### config.mk
export PLATFORM = sky130hd
export DESIGN_NAME = branch_predict_ctrl
export DESIGN_NICKNAME = d
export VERILOG_FILES = /design/src/rtl/riscv_bp_pkg.sv /design/src/rtl/bp_sat_counter.sv /design/src/rtl/branch_predict_ctrl.sv
export SDC_FILE = /design/constraint.sdc
export NUM_CORES = 1
export LEC_CHECK = 0
export BUFFER_PORTS_ARGS = -buffer_cell sky130_fd_sc_hd__buf_2
export CAP_MARGIN = 20
export CORE_MARGIN = 2
export CORE_UTILIZATION = 45
export DETAILED_ROUTE_END_ITERATION = 10
export PLACE_DENSITY = 0.63
export SYNTH_ARGS = -nofsm -noshare
export SYNTH_HDL_FRONTEND = slang
export SYNTH_SLANG_ARGS = --single-unit
### constraint.sdc
create_clock -name clk -period 3.05 [get_ports clk]
set_input_delay 0.1525 -clock clk [delete_from_list [all_inputs] [get_ports clk]]
set_output_delay 0.1525 -clock clk [all_outputs]
set_load 0.005 [all_outputs]
### src/rtl/riscv_bp_pkg.sv
// ---------------------------------------------------------------------------
// riscv_bp_pkg
// Shared constants for the dynamic branch predictor.
//   - BP_SNT / BP_WNT / BP_WT / BP_ST : 2-bit counter encodings
//       (strongly not-taken ... strongly taken).
//   - Default address, index and tag widths.
//   - Bit position where the table index starts in a PC.
//     Instructions are word aligned, so pc[1:0] carries no information.
// No ports (package).
// ---------------------------------------------------------------------------
package riscv_bp_pkg;

  localparam logic [1:0] BP_SNT = 2'b00;
  localparam logic [1:0] BP_WNT = 2'b01;
  localparam logic [1:0] BP_WT  = 2'b10;
  localparam logic [1:0] BP_ST  = 2'b11;

  localparam int BP_XLEN       = 32;
  localparam int BP_INDEX_BITS = 4;
  localparam int BP_TAG_BITS   = 8;
  localparam int BP_INDEX_LSB  = 2;

endpackage

### src/rtl/bp_sat_counter.sv
// ---------------------------------------------------------------------------
// bp_sat_counter
// Next-state function of one 2-bit saturating branch-history counter.
// Purely combinational.
// Ports:
//   cur      in  2  current counter value
//   taken    in  1  resolved branch outcome
//   force_st in  1  unconditional jump; forces strongly-taken
//   nxt      out 2  counter value to write back
// ---------------------------------------------------------------------------
module bp_sat_counter
  import riscv_bp_pkg::*;
(
  input  logic [1:0] cur,
  input  logic       taken,
  input  logic       force_st,
  output logic [1:0] nxt
);

  // Move one step toward the outcome.
  // The two end states hold, which gives the saturating behaviour.
  always_comb begin
    nxt = cur;
    if (force_st) begin
      nxt = BP_ST;
    end else begin
      case (cur)
        BP_SNT:  nxt = taken ? BP_WNT : BP_SNT;
        BP_WNT:  nxt = taken ? BP_WT  : BP_SNT;
        BP_WT:   nxt = taken ? BP_ST  : BP_WNT;
        default: nxt = taken ? BP_ST  : BP_WT;
      endcase
    end
  end

endmodule

### src/rtl/branch_predict_ctrl.sv
// ---------------------------------------------------------------------------
// branch_predict_ctrl
// Dynamic branch predictor and redirect/flush controller for a 5-stage RISC-V
// pipeline.
//   - Fetch: a 2-bit-counter BHT plus a tagged BTB, indexed by the fetch PC,
//     produce a predicted next PC.
//   - Execute: the resolved outcome is compared with the prediction that
//     travelled down the pipe. On a mispredict the controller redirects fetch
//     and flushes IF/ID and ID/EX.
// Optional feature (macro BRANCH_PRED_STATS_EN): adds 32-bit counters of
// trained branches and trained mispredicts.
// Ports:
//   clk, reset (synchronous, active-high)
//   if_pc -> pred_taken, pred_pc                          fetch prediction
//   ex_valid, ex_branch, ex_jump, ex_taken, ex_pc,
//   ex_target, ex_pred_taken, ex_pred_pc, stall           execute resolution
//   redirect, redirect_pc, flush_if_id, flush_id_ex       pipeline control
//   stat_branches, stat_mispredicts                       (only with the macro)
// ---------------------------------------------------------------------------
module branch_predict_ctrl
  import riscv_bp_pkg::*;
#(
  parameter int XLEN       = BP_XLEN,
  parameter int INDEX_BITS = BP_INDEX_BITS,
  parameter int TAG_BITS   = BP_TAG_BITS
) (
  input  logic            clk,
  input  logic            reset,
  input  logic [XLEN-1:0] if_pc,
  output logic            pred_taken,
  output logic [XLEN-1:0] pred_pc,
  input  logic            ex_valid,
  input  logic            ex_branch,
  input  logic            ex_jump,
  input  logic            ex_taken,
  input  logic [XLEN-1:0] ex_pc,
  input  logic [XLEN-1:0] ex_target,
  input  logic            ex_pred_taken,
  input  logic [XLEN-1:0] ex_pred_pc,
  input  logic            stall,
  output logic            redirect,
  output logic [XLEN-1:0] redirect_pc,
  output logic            flush_if_id,
  output logic            flush_id_ex
`ifdef BRANCH_PRED_STATS_EN
  ,
  output logic [31:0]     stat_branches,
  output logic [31:0]     stat_mispredicts
`endif
);

  localparam int ENTRIES = 2 ** INDEX_BITS;
  localparam int IDX_HI  = BP_INDEX_LSB + INDEX_BITS - 1;
  localparam int TAG_LO  = BP_INDEX_LSB + INDEX_BITS;
  localparam int TAG_HI  = TAG_LO + TAG_BITS - 1;

  logic [1:0]          bht        [ENTRIES];
  logic [ENTRIES-1:0]  btb_valid;
  logic [TAG_BITS-1:0] btb_tag    [ENTRIES];
  logic [XLEN-1:0]     btb_target [ENTRIES];

  logic [INDEX_BITS-1:0] if_idx;
  logic [TAG_BITS-1:0]   if_tag;
  logic [INDEX_BITS-1:0] ex_idx;
  logic [TAG_BITS-1:0]   ex_tag;
  logic                  mispredict;
  logic                  train;
  logic [1:0]            bht_nxt;

  assign if_idx = if_pc[IDX_HI:BP_INDEX_LSB];
  assign if_tag = if_pc[TAG_HI:TAG_LO];
  assign ex_idx = ex_pc[IDX_HI:BP_INDEX_LSB];
  assign ex_tag = ex_pc[TAG_HI:TAG_LO];

  // Fetch prediction reads only the registered tables.
  // A table write at the coming edge is not forwarded.
  always_comb begin
    pred_taken = btb_valid[if_idx] & (btb_tag[if_idx] == if_tag) & bht[if_idx][1];
    pred_pc    = pred_taken ? btb_target[if_idx] : if_pc + XLEN'(4);
  end

  // A taken branch is only correct if the fetched target also matched.
  // Redirect is held low during reset, so a stale EX stage cannot steer
  // fetch while the tables reinitialise.
  always_comb begin
    mispredict  = (ex_taken != ex_pred_taken) | (ex_taken & (ex_pred_pc != ex_target));
    redirect    = ~reset & ex_valid & ex_branch & mispredict;
    redirect_pc = ex_taken ? ex_target : ex_pc + XLEN'(4);
    flush_if_id = redirect;
    flush_id_ex = redirect;
  end

  // Training waits while stalled.
  // EX is held during a stall, so the branch trains once, in the cycle the
  // stall drops.
  assign train = ex_valid & ex_branch & ~stall;

  bp_sat_counter u_sat (
    .cur      (bht[ex_idx]),
    .taken    (ex_taken),
    .force_st (ex_jump),
    .nxt      (bht_nxt)
  );

  // Counters and valid bits carry the reset state.
  // Everything else is don't-care until its entry becomes valid.
  always_ff @(posedge clk) begin
    if (reset) begin
      for (int k = 0; k < ENTRIES; k++) begin
        bht[k] <= BP_WNT;
      end
      btb_valid <= '0;
    end else if (train) begin
      bht[ex_idx] <= bht_nxt;
      if (ex_taken) begin
        btb_valid[ex_idx] <= 1'b1;
      end
    end
  end

  // Only taken branches allocate a BTB entry.
  // A not-taken branch keeps whatever target was already there.
  always_ff @(posedge clk) begin
    if (!reset && train && ex_taken) begin
      btb_tag[ex_idx]    <= ex_tag;
      btb_target[ex_idx] <= ex_target;
    end
  end

`ifdef BRANCH_PRED_STATS_EN
  // Counts follow training, not redirects.
  // A mispredict held through a stall therefore counts once.
  always_ff @(posedge clk) begin
    if (reset) begin
      stat_branches    <= '0;
      stat_mispredicts <= '0;
    end else if (train) begin
      stat_branches <= stat_branches + 32'd1;
      if (mispredict) begin
        stat_mispredicts <= stat_mispredicts + 32'd1;
      end
    end
  end
`endif

endmodule

==> impl_metrics.env <==
export IMPL_overflow=0
export IMPL_drt_initial_drc_count=1805
export IMPL_synth_async_reset_ratio_pct=0
export IMPL_cts_buffers=72
export IMPL_port_buffers=203
export IMPL_crit_fanout=20
export IMPL_status="finished, violations left"
export IMPL_nets=1922
export IMPL_ios=204
export IMPL_row_count=92
export IMPL_drt_first_pass_iters=7
export IMPL_synth_edf_count=672
export IMPL_holdWs_ns=0.01760
export IMPL_post_route_util_pct=54.47
export IMPL_leakage_nw=11.45
export IMPL_avgSynthCellArea_sq_um=19.66
export IMPL_synth_cell_types=48
export IMPL_finalCritPeriodShare_pct=115.2
export IMPL_worst_pin_slew_ns=0.8310
export IMPL_setup_ws_ns=-0.4634
export IMPL_syn2layout_area_growth_pct=19.48
export IMPL_slew_violations=0
export IMPL_yosys_warnings=0
export IMPL_postRouteAntennaNets=0
export IMPL_die_y_microns=256.8
export IMPL_place_gp_congestion=0.9169
export IMPL_ys_ff_latch=688
export IMPL_synth_seq_area_share_pct=71.28
export IMPL_synth_fp_nets=1604
export IMPL_critPathCaptureType="output pin"
export IMPL_clock_sinks=688
export IMPL_dpl_hpwl_microns=49980
export IMPL_grt_max_degree=66
export IMPL_p_total_mw=20.50
export IMPL_max_clock_freq_mhz=284.6
export IMPL_critical_path_class="reg -> out"
export IMPL_rsz0062_at_grt="true"
export IMPL_avgRoutedWirePerCell_microns=30.08
export IMPL_ys_flop_type="edfxtp_1"
export IMPL_coreArea_sq_um=63080
export IMPL_route_detailed_drc=0
export IMPL_insertion_delay_ns=0.59
export IMPL_dpl_cell_count=2524
export IMPL_grt_total_usage_pct=24.75
export IMPL_grt_pass1_wl_microns=114800
export IMPL_cp_start_kind="flip-flop"
export IMPL_viasPerCell=5.916
export IMPL_cap_violations=0
export IMPL_grt_pass1_vias=16090
export IMPL_final_cells=2688
export IMPL_dieArea_sq_um=65950
export IMPL_drt_total_wl_microns=80860
export IMPL_setup_viol=33
export IMPL_skew_ns=0.009869
export IMPL_vdd_drop_max_mv=0.3592
export IMPL_antenna_found_initial=14
export IMPL_cts_tree="done"
export IMPL_clk_pin_slew_ns=0.06
export IMPL_violations="negative setup slack"
export IMPL_mappedNetlistArea_sq_um=28760
export IMPL_arrival_ns=3.36
export IMPL_die_w_microns=256.8
export IMPL_htree_levels=3
export IMPL_drive_gt1_share_pct=36.35
export IMPL_cellPowerDensity_nw_per_um2=596.7
export IMPL_start_util_pct=45.59
export IMPL_holdCritPathClass="in -> reg"
export IMPL_postSynthCellCount=1463
export IMPL_slew_headroom_pct=44.26
export IMPL_cts_root_buf="clkbuf_16"
export IMPL_hold_viol=0
export IMPL_finalCriticalPeriod_ns=3.513
export IMPL_worstPathRequired_ns=2.90
export IMPL_cts_path_max_buffers=3
export IMPL_dr_total_vias=15900
[cells in the mapped netlist (19+ instances only)]
cell type	n	area [sq um]
xnor2_1	49	429.2
nor3_1	23	115.1
clkbuf_1	42	157.7
and2_1	22	137.6
nor2_1	31	116.4
mux2_2	32	360.4
xor2_1	46	402.9
nand2_1	78	292.8
buf_2	25	125.1
nand3_1	34	170.2
nand4_1	19	118.9
mux2i_1	22	220.2
edfxtp_1	672	20180
mux4_2	206	4639
o21ai_0	44	220.2
[where the power goes]
group          switching [mW]  internal, mW  leakage (nW)
combinational           0.788         0.603          4.16
clock                    3.50          5.21          1.13
sequential             0.0108          10.4          6.16
total                    4.29          16.2          11.4
[layout make-up]
class	count	area, sq um
Inverter	14	53.80
Tap cell	846	1059
Clock buffer	95	1931
Fill cell	5067	28720
Antenna cell	7	17.52
Multi-Input combinational cell	681	7959
Timing Repair Buffer	324	2451
Clock inverter	33	391.6
Sequential cell	688	20500
[placed cells by master (no fill, tap or decap), types with 34 or more instances in the layout]
cell and count:
edfxtp_1 672, mux4_2 206, buf_2 185, nand2_1 78, clkbuf_16 74, buf_4 68, xnor2_1 49, xor2_1 46
o21ai_0 42, nand3_1 34
[timing repair]
item	in CTS	in global routing
hold buffers	25	0
setup endpoints to repair	33	44
hold endpoints to repair	342	0
pin swaps	4	6
setup buffers	3	1
cloned	1	0
resized for setup	30	27
[per-stage QoR]
stage	setup slack [ns]	cell area, sq um	setup TNS [ns]
2_1_floorplan	0.2716	28760	0
3_3_place_gp	-0.01190	31530	-0.1739
3_5_place_dp	-0.1105	31530	-1.969
4_1_cts	-0.4728	34270	-14.26
5_1_grt	-0.6356	34350	-19.02
6_report	-0.4634	34360	-13.51
[critical path, cell delays in order, from the launching register on]
cell and delay, ns:
edfxtp_1 0.37, mux4_2 0.45, and2_1 0.19, o211a_1 0.14, a2111oi_2 0.35, nand4_1 0.19, nor4_4 0.19, buf_4 0.18
buf_12 0.19, mux2_2 0.35, buf_2 0.13
[routing by layer]
layer	global-route usage [%]	share of wire, %
met1	34.87	40
met2	37.31	46
met3	7.849	11
met4	7.090	2.6
met5	0	0.13
[final timing paths]
path | startpoint | end | slack [ns] | depth (start not counted)
max reg2reg | bht[15][1]$_SDFFCE_PN0P_ | bht[0][0]$_SDFFCE_PN1P_ | 0.54 | 6
max | btb_tag[4][0]$_DFFE_PP_ | pred_pc[18] | -0.46 | 10
min reg2reg | btb_valid[12]$_SDFFE_PP0P_ | btb_valid[12]$_SDFFE_PP0P_ | 0.45 | 1
min | ex_target[2] | btb_target[4][2]$_DFFE_PP_ | 0.02 | 1
[sequential cells by signal, indices dropped and copies added (netlist names)]
name and cells:
btb_tag 128, btb_valid 16, bht 32, btb_target 512
[logic make-up (layout without fill, tap and decap cells)]
family,Yosys count,count (layout),share of synthesized area [%]
adder cells (fa/ha/maj),7,7,0.2871
multiplexers,262,262,18.23
AND/OR/NAND/NOR,243,243,4.203
AO/OA/AOI/OAI,74,74,1.566
buffers and inverters,94,466,1.544
flip-flops,688,688,71.28
other,0,7,0
XOR/XNOR,95,95,2.893
Note: power is estimated with default switching activity, not from simulation.
